### config.mk
export PLATFORM = sky130hd
export DESIGN_NAME = rv32i_branch_ctrl_flat
export DESIGN_NICKNAME = d
export VERILOG_FILES = /design/src/rtl/rv32i_branch_ctrl_pkg.sv /design/src/rtl/rv32i_branch_ctrl_if.sv /design/src/rtl/rv32i_branch_ctrl_cond.sv /design/src/rtl/rv32i_branch_ctrl.sv /design/src/flat_wrapper.sv
export SDC_FILE = /design/constraint.sdc
export NUM_CORES = 1
export LEC_CHECK = 0
export CORE_ASPECT_RATIO = 0.6
export CORE_MARGIN = 5
export CORE_UTILIZATION = 44
export CTS_CLUSTER_DIAMETER = 200
export DETAILED_ROUTE_END_ITERATION = 10
export DONT_BUFFER_PORTS = 1
export MAX_ROUTING_LAYER = met4
export PLACE_DENSITY_LB_ADDON = 0.08
export SLEW_MARGIN = 20
export SYNTH_ARGS = -nofsm -noshare
export SYNTH_HDL_FRONTEND = slang
export SYNTH_SLANG_ARGS = --single-unit
### constraint.sdc
create_clock -name clk_i -period 7.7 [get_ports clk_i]
set_input_delay 1.925 -clock clk_i [delete_from_list [all_inputs] [get_ports clk_i]]
set_output_delay 1.925 -clock clk_i [all_outputs]
set_load 0.05 [all_outputs]
### src/rtl/rv32i_branch_ctrl_pkg.sv
// Shared definitions for the rv32i branch/jump resolution slice:
// funct3 branch codes, controller FSM states and the condition-result payload.
package rv32i_branch_ctrl_pkg;

  localparam int unsigned XLEN_DEF = 32;

  localparam logic [2:0] F3_BEQ  = 3'b000;
  localparam logic [2:0] F3_BNE  = 3'b001;
  localparam logic [2:0] F3_BLT  = 3'b100;
  localparam logic [2:0] F3_BGE  = 3'b101;
  localparam logic [2:0] F3_BLTU = 3'b110;
  localparam logic [2:0] F3_BGEU = 3'b111;

  typedef enum logic [1:0] {
    ST_IDLE     = 2'd0,
    ST_REDIRECT = 2'd1,
    ST_FLUSH    = 2'd2
  } state_e;

  typedef struct packed {
    logic taken;
    logic illegal;
  } cond_res_t;

  // funct3 010/011 are not branch encodings
  function automatic logic f3_is_illegal(input logic [2:0] f3);
    return (f3 == 3'b010) || (f3 == 3'b011);
  endfunction

endpackage

### src/rtl/rv32i_branch_ctrl_if.sv
// PC redirect channel from the branch controller to fetch (valid/ready).
interface rv32i_branch_ctrl_if #(
  parameter int unsigned XLEN = 32
) ();

  logic            valid;
  logic [XLEN-1:0] pc;
  logic            ready;

  modport master (output valid, output pc, input ready);
  modport slave  (input valid, input pc, output ready);

endinterface

### src/rtl/rv32i_branch_ctrl_cond.sv
// Branch condition evaluation from funct3 and the ALU compare flags.
module rv32i_branch_ctrl_cond
  import rv32i_branch_ctrl_pkg::*;
(
  input  logic      [2:0] funct3_i,
  input  logic            equal_i,
  input  logic            less_i,
  input  logic            less_signed_i,
  output cond_res_t       cond_c_o
);

  always_comb begin
    cond_c_o         = '0;
    cond_c_o.illegal = f3_is_illegal(funct3_i);
    case (funct3_i)
      F3_BEQ:  cond_c_o.taken = equal_i;
      F3_BNE:  cond_c_o.taken = ~equal_i;
      F3_BLT:  cond_c_o.taken = less_signed_i;
      F3_BGE:  cond_c_o.taken = ~less_signed_i;
      F3_BLTU: cond_c_o.taken = less_i;
      F3_BGEU: cond_c_o.taken = ~less_i;
      default: cond_c_o.taken = 1'b0;
    endcase
  end

endmodule

### src/rtl/rv32i_branch_ctrl.sv
// ALU-stage branch/JAL/JALR resolution: issues a PC redirect to fetch, then
// holds the upstream clear for a fixed flush window (static not-taken).
module rv32i_branch_ctrl
  import rv32i_branch_ctrl_pkg::*;
#(
  parameter int unsigned XLEN         = XLEN_DEF,
  parameter int unsigned FLUSH_CYCLES = 2,
  parameter int unsigned CNT_W        = 32
) (
  input  logic                 clk_i,
  input  logic                 reset,
  input  logic                 valid_i,
  input  logic                 branch_i,
  input  logic                 jal_i,
  input  logic                 jalr_i,
  input  logic [2:0]           funct3_i,
  input  logic [XLEN-1:0]      pc_i,
  input  logic [XLEN-1:0]      imm_i,
  input  logic [XLEN-1:0]      alu_result_i,
  input  logic                 equal_i,
  input  logic                 less_i,
  input  logic                 less_signed_i,
  rv32i_branch_ctrl_if.master  redirect_if,
  output logic                 clear_o,
  output logic                 busy_o,
  output logic                 misalign_o,
  output logic                 illegal_o,
  output logic [CNT_W-1:0]     branch_cnt_o,
  output logic [CNT_W-1:0]     redirect_cnt_o
);

  localparam int unsigned FC_W = (FLUSH_CYCLES > 1) ? $clog2(FLUSH_CYCLES) : 1;
  localparam logic [FC_W-1:0] FC_LOAD = FC_W'(FLUSH_CYCLES - 1);

  state_e            state_q;
  logic [FC_W-1:0]   flush_q;
  logic              rv_q;
  logic [XLEN-1:0]   pc_q;
  logic              clear_q;
  logic              busy_q;
  logic              misalign_q;
  logic              illegal_q;
  logic [CNT_W-1:0]  branch_cnt_q, branch_cnt_d;
  logic [CNT_W-1:0]  redirect_cnt_q, redirect_cnt_d;

  cond_res_t         cond;
  logic              is_br;
  logic              take;
  logic              accept;
  logic              handshake;
  logic [XLEN-1:0]   target;

  rv32i_branch_ctrl_cond u_cond (
    .funct3_i      (funct3_i),
    .equal_i       (equal_i),
    .less_i        (less_i),
    .less_signed_i (less_signed_i),
    .cond_c_o      (cond)
  );

  // Type priority jalr > jal > branch; a branch flag under a jump is not a branch.
  always_comb begin
    is_br     = branch_i & ~jal_i & ~jalr_i;
    take      = jalr_i | jal_i | (is_br & cond.taken);
    target    = jalr_i ? (alu_result_i & ~XLEN'(1)) : (pc_i + imm_i);
    accept    = (state_q == ST_IDLE) & valid_i;
    handshake = (state_q == ST_REDIRECT) & redirect_if.ready;
  end

  always_ff @(posedge clk_i) begin
    if (reset) begin
      state_q    <= ST_IDLE;
      flush_q    <= '0;
      rv_q       <= 1'b0;
      pc_q       <= '0;
      clear_q    <= 1'b0;
      busy_q     <= 1'b0;
      misalign_q <= 1'b0;
      illegal_q  <= 1'b0;
    end else begin
      misalign_q <= 1'b0;
      illegal_q  <= 1'b0;
      case (state_q)
        ST_IDLE: begin
          if (accept) begin
            illegal_q <= is_br & cond.illegal;
            if (take) begin
              // Half-word aligned target cannot be fetched: flag it, stay put
              if (target[1]) begin
                misalign_q <= 1'b1;
              end else begin
                rv_q    <= 1'b1;
                pc_q    <= target;
                clear_q <= 1'b1;
                busy_q  <= 1'b1;
                state_q <= ST_REDIRECT;
              end
            end
          end
        end
        ST_REDIRECT: begin
          if (handshake) begin
            rv_q    <= 1'b0;
            flush_q <= FC_LOAD;
            state_q <= ST_FLUSH;
          end
        end
        ST_FLUSH: begin
          if (flush_q == '0) begin
            clear_q <= 1'b0;
            busy_q  <= 1'b0;
            state_q <= ST_IDLE;
          end else begin
            flush_q <= flush_q - FC_W'(1);
          end
        end
        default: begin
          rv_q    <= 1'b0;
          clear_q <= 1'b0;
          busy_q  <= 1'b0;
          state_q <= ST_IDLE;
        end
      endcase
    end
  end

  // Performance counters, free-running with natural wrap
  always_comb begin
    branch_cnt_d   = branch_cnt_q;
    redirect_cnt_d = redirect_cnt_q;
    if (accept && is_br) begin
      branch_cnt_d = branch_cnt_q + CNT_W'(1);
    end
    if (handshake) begin
      redirect_cnt_d = redirect_cnt_q + CNT_W'(1);
    end
  end

  always_ff @(posedge clk_i) begin
    if (reset) begin
      branch_cnt_q   <= '0;
      redirect_cnt_q <= '0;
    end else begin
      branch_cnt_q   <= branch_cnt_d;
      redirect_cnt_q <= redirect_cnt_d;
    end
  end

  assign redirect_if.valid = rv_q;
  assign redirect_if.pc    = pc_q;
  assign clear_o           = clear_q;
  assign busy_o            = busy_q;
  assign misalign_o        = misalign_q;
  assign illegal_o         = illegal_q;
  assign branch_cnt_o      = branch_cnt_q;
  assign redirect_cnt_o    = redirect_cnt_q;

endmodule

### src/flat_wrapper.sv
// flat-port wrapper written by rule: the top's interface ports become plain ports
module rv32i_branch_ctrl_flat import rv32i_branch_ctrl_pkg::*;
#(
  parameter int unsigned XLEN         = XLEN_DEF,
  parameter int unsigned FLUSH_CYCLES = 2,
  parameter int unsigned CNT_W        = 32
)
  (clk_i, reset, valid_i, branch_i, jal_i, jalr_i, funct3_i, pc_i, imm_i, alu_result_i, equal_i, less_i, less_signed_i, clear_o, busy_o, misalign_o, illegal_o, branch_cnt_o, redirect_cnt_o, redirect_if_valid, redirect_if_pc, redirect_if_ready);
  rv32i_branch_ctrl_if #(.XLEN(XLEN)) redirect_if_i ();
  input  logic clk_i;
  input  logic reset;
  input  logic valid_i;
  input  logic branch_i;
  input  logic jal_i;
  input  logic jalr_i;
  input  logic [2:0] funct3_i;
  input  logic [XLEN-1:0] pc_i;
  input  logic [XLEN-1:0] imm_i;
  input  logic [XLEN-1:0] alu_result_i;
  input  logic equal_i;
  input  logic less_i;
  input  logic less_signed_i;
  output logic clear_o;
  output logic busy_o;
  output logic misalign_o;
  output logic illegal_o;
  output logic [CNT_W-1:0] branch_cnt_o;
  output logic [CNT_W-1:0] redirect_cnt_o;
  output wire logic [$bits(redirect_if_i.valid)-1:0] redirect_if_valid;
  output wire logic [$bits(redirect_if_i.pc)-1:0] redirect_if_pc;
  input wire logic [$bits(redirect_if_i.ready)-1:0] redirect_if_ready;
  assign redirect_if_valid = redirect_if_i.valid;
  assign redirect_if_pc = redirect_if_i.pc;
  assign redirect_if_i.ready = redirect_if_ready;
  rv32i_branch_ctrl #(.XLEN(XLEN), .FLUSH_CYCLES(FLUSH_CYCLES), .CNT_W(CNT_W)) u_core (.clk_i(clk_i), .reset(reset), .valid_i(valid_i), .branch_i(branch_i), .jal_i(jal_i), .jalr_i(jalr_i), .funct3_i(funct3_i), .pc_i(pc_i), .imm_i(imm_i), .alu_result_i(alu_result_i), .equal_i(equal_i), .less_i(less_i), .less_signed_i(less_signed_i), .redirect_if(redirect_if_i), .clear_o(clear_o), .busy_o(busy_o), .misalign_o(misalign_o), .illegal_o(illegal_o), .branch_cnt_o(branch_cnt_o), .redirect_cnt_o(redirect_cnt_o));
endmodule
==> flow_summary.yaml <==
sta:
  worst_pin_slew_ns: 0.995
  slew_headroom: 0.336
  maxSlewViolCount: 0
  fmax_ghz: 0.210
  skew_ns: 0.00926
  period_share: 0.619
  hold_viol: 0
  setup_violations: 0
  period_minus_slack_ns: 4.77
  final.setup.tns_ns: 0
  rsz0062_at_grt: "no"
  holdWs_ns: 0.553
floorplan:
  dieArea_um2: 16000
  core_area_um2: 13100
  die_x_um: 160
  initial_core_util: 0.456
  num_rows: 32
  die_h_um: 100
  num_io_pins: 210
pwr:
  power_density_nw_per_um2: 197
  p_leak_nw: 2.40
  ir_drop_v: 0.000110
synth:
  synth_cell_types: 60
  async_reset_ff_frac: 0
  synth_seq_cells: 102
  yosysWarnings: 0
  yosys.area.top_type: "dfxtp_1"
  avgSynthCellArea_um2: 7.97
  synthCells: 747
  synthTopCellsByCount: "116 x nor2_1, 102 x dfxtp_1, 73 x nand2_1"
  synth_nets: 890
  syn_area_um2: 5960
  yosysSeqAreaShare: 0.343
  synth_edf_count: 0
  synthFlopType: "dfxtp_1"
  synth_top_area_share: 0.343
  synth_most_common_cell: "nor2_1"
  synth.top_cells.by_area: "dfxtp_1 34%, xor2_1 8.1%, nor2_1 7.3%"
global_route:
  grt_pass1_vias: 4879
  grt_max_degree: 89
  grtUsageTotal: 0.207
  grt_pass1_wl_um: 26100
  antenna_found_initial: 0
  gr-total-overflow: 0
cells_and_area:
  antennaDiodeCount: 0
  fin_nets: 868
  drive_above_1_share: 0.0397
  synthToLayoutAreaGrowth_pct: 6.57
drt:
  drcViolationCount: 0
  first_pass_iters: 5
  vias: 5279
  routed_wl_um: 16800
  viasPerCell: 5.87
  postRouteAntennaNets: 0
  drt-initial-drc-count: 364
  wl_per_cell_um: 18.7
clock_tree:
  cts_hold_buf: 0
  cts_resized: 0
  clk_path_buf_depth: 2
  htreeDepth: 3
  clkTransAtPathRegs_ns: 0.08
  numClockSinks: 102
  cts_tree: "yes"
  cts_buffers: 9
  cts_setup_buffers: 0
  root_buffer: "clkbuf_16"
  clk_latency_ns: 0.34
status:
  outcome: "finished clean"
placement:
  portBuffers: 0
  dpl.hpwl_um: 13400
  place_congestion: 1.03
worst_setup_path:
  critical_path.max_stage_delay_ns: 0.83
  ff2ff_setup_slack_ns: 4.94
  arrival_ns: 5.01
  slowest_stage: "o31ai_1"
  path_class: "in -> reg"
  critPathLaunchType: "input pin"
  crit_fanout: 4
  cp.required_ns: 7.94
  path_cells: "ha_1 -> inv_1 -> fa_1 -> nor2b_1 -> o2111ai_1 -> a31oi_1 -> a21oi_1 -> o31ai_1 -> o21ai_0 -> mux2i_1 -> nand2_1"
  end_kind: "flop"
hold_path:
  hold_class: "reg -> reg"
job:
  drv_cap: 0
worst max-delay path: cells and delay by family:
kind | cells | cell delay, ns
and+or+nand+nor | 2 | 0.26
adders and majority gates | 2 | 0.56
muxes | 1 | 0.20
buffers and inverters | 1 | 0.06
AOI/OAI and AO/OA | 5 | 1.99
routing by layer:
| metal | track usage | vias up | share of wire |
|---|---|---|---|
| li1 | - | 2594 | - |
| met1 | 0.279 | 2436 | 0.46 |
| met2 | 0.294 | 237 | 0.42 |
| met3 | 0.0833 | 12 | 0.11 |
| met4 | 0.0416 | 0 | 0.010 |
| met5 | - | - | 0 |
layout make-up:
type                       count  area (µm²)
sequential                   102        2040
clock inverter                 6        67.6
fill                        1265        6700
inverter                      13        48.8
clock buffer                  10         229
timing repair buffer           1        7.51
multi-input combinational    598        3740
tap                          170         213
worst paths after layout:
check,startpoint,to,cells past startpoint
min,u_core.flush_q,u_core.flush_q,2
max,pc_i[0],u_core.redirect_if.pc[30],11
min reg2reg,u_core.flush_q,u_core.flush_q,2
max reg2reg,u_core.branch_cnt_o[5],u_core.branch_cnt_o[26],8
cells in the final DEF (no fill, tap or decap), types with 2 or more instances in the layout:
master       n
nor2_1     114
nand4_1     17
a21oi_1     48
clkbuf_16    9
inv_6        3
nor3_1      13
and3_1      20
o31ai_1      2
o21bai_1     3
a22oi_1     10
a21boi_0     3
nand2_1     73
nor2_2       2
mux2i_1      6
a21boi_1     2
clkinv_8     2
o21a_1       5
dfxtp_1    102
a31o_2       2
xnor2_1     25
nor2b_1      7
a211oi_1     8
or4_1        2
inv_1       12
nand3_1     30
or3_1       11
a221oi_1     3
ha_1        33
o211ai_1     2
a311oi_1     7
a31oi_1      8
a21o_1      13
o21ai_0     39
xor2_1      55
o22ai_1      3
and4_1       4
o21ba_2      2
nand2b_1     4
o2111ai_1    2
cell families after synthesis:
family	count (synthesis)	share of synthesized area
XOR/XNOR	80	0.118
multiplexers	7	0.0120
flip-flops	102	0.343
buffers and inverters	47	0.0313
AND/OR/NAND/NOR	306	0.241
other	1	0.000630
AO/OA/AOI/OAI	170	0.182
adder cells (fa/ha/maj)	34	0.0727
stage by stage:
| step | total power, mW | instances | setup slack (ns) | cell area [µm²] | utilization |
|---|---|---|---|---|---|
| 3_5_place_dp | 0.814 | 884 | 2.68 | 6050 | 0.463 |
| 2_1_floorplan | 0.776 | 747 | 3.62 | 5960 | - |
| 4_1_cts | 1.27 | 900 | 3.02 | 6340 | 0.486 |
| 6_report | 1.25 | 900 | 2.93 | 6350 | 0.486 |
| 5_1_grt | 1.32 | 900 | 2.76 | 6350 | 0.486 |
| 3_3_place_gp | 0.810 | 884 | 2.71 | 6050 | 0.463 |
registers in the layout, summed over array words and instances, names as in the netlist:
signal                    cells
u_core.branch_cnt_o          32
u_core.clear_o                1
u_core.flush_q                1
u_core.illegal_o              1
u_core.misalign_o             1
u_core.redirect_cnt_o        32
u_core.redirect_if.pc        31
u_core.redirect_if.valid      1
u_core.state_q                2
power breakdown:
group / total, mW / leakage, nW / switching, mW / internal [mW]
sequential: 0.604 / 0.825 / 0.0627 / 0.542
clock: 0.448 / 0.144 / 0.218 / 0.229
combinational: 0.201 / 1.43 / 0.121 / 0.0804
Note: power is estimated with default switching activity, not from simulation.
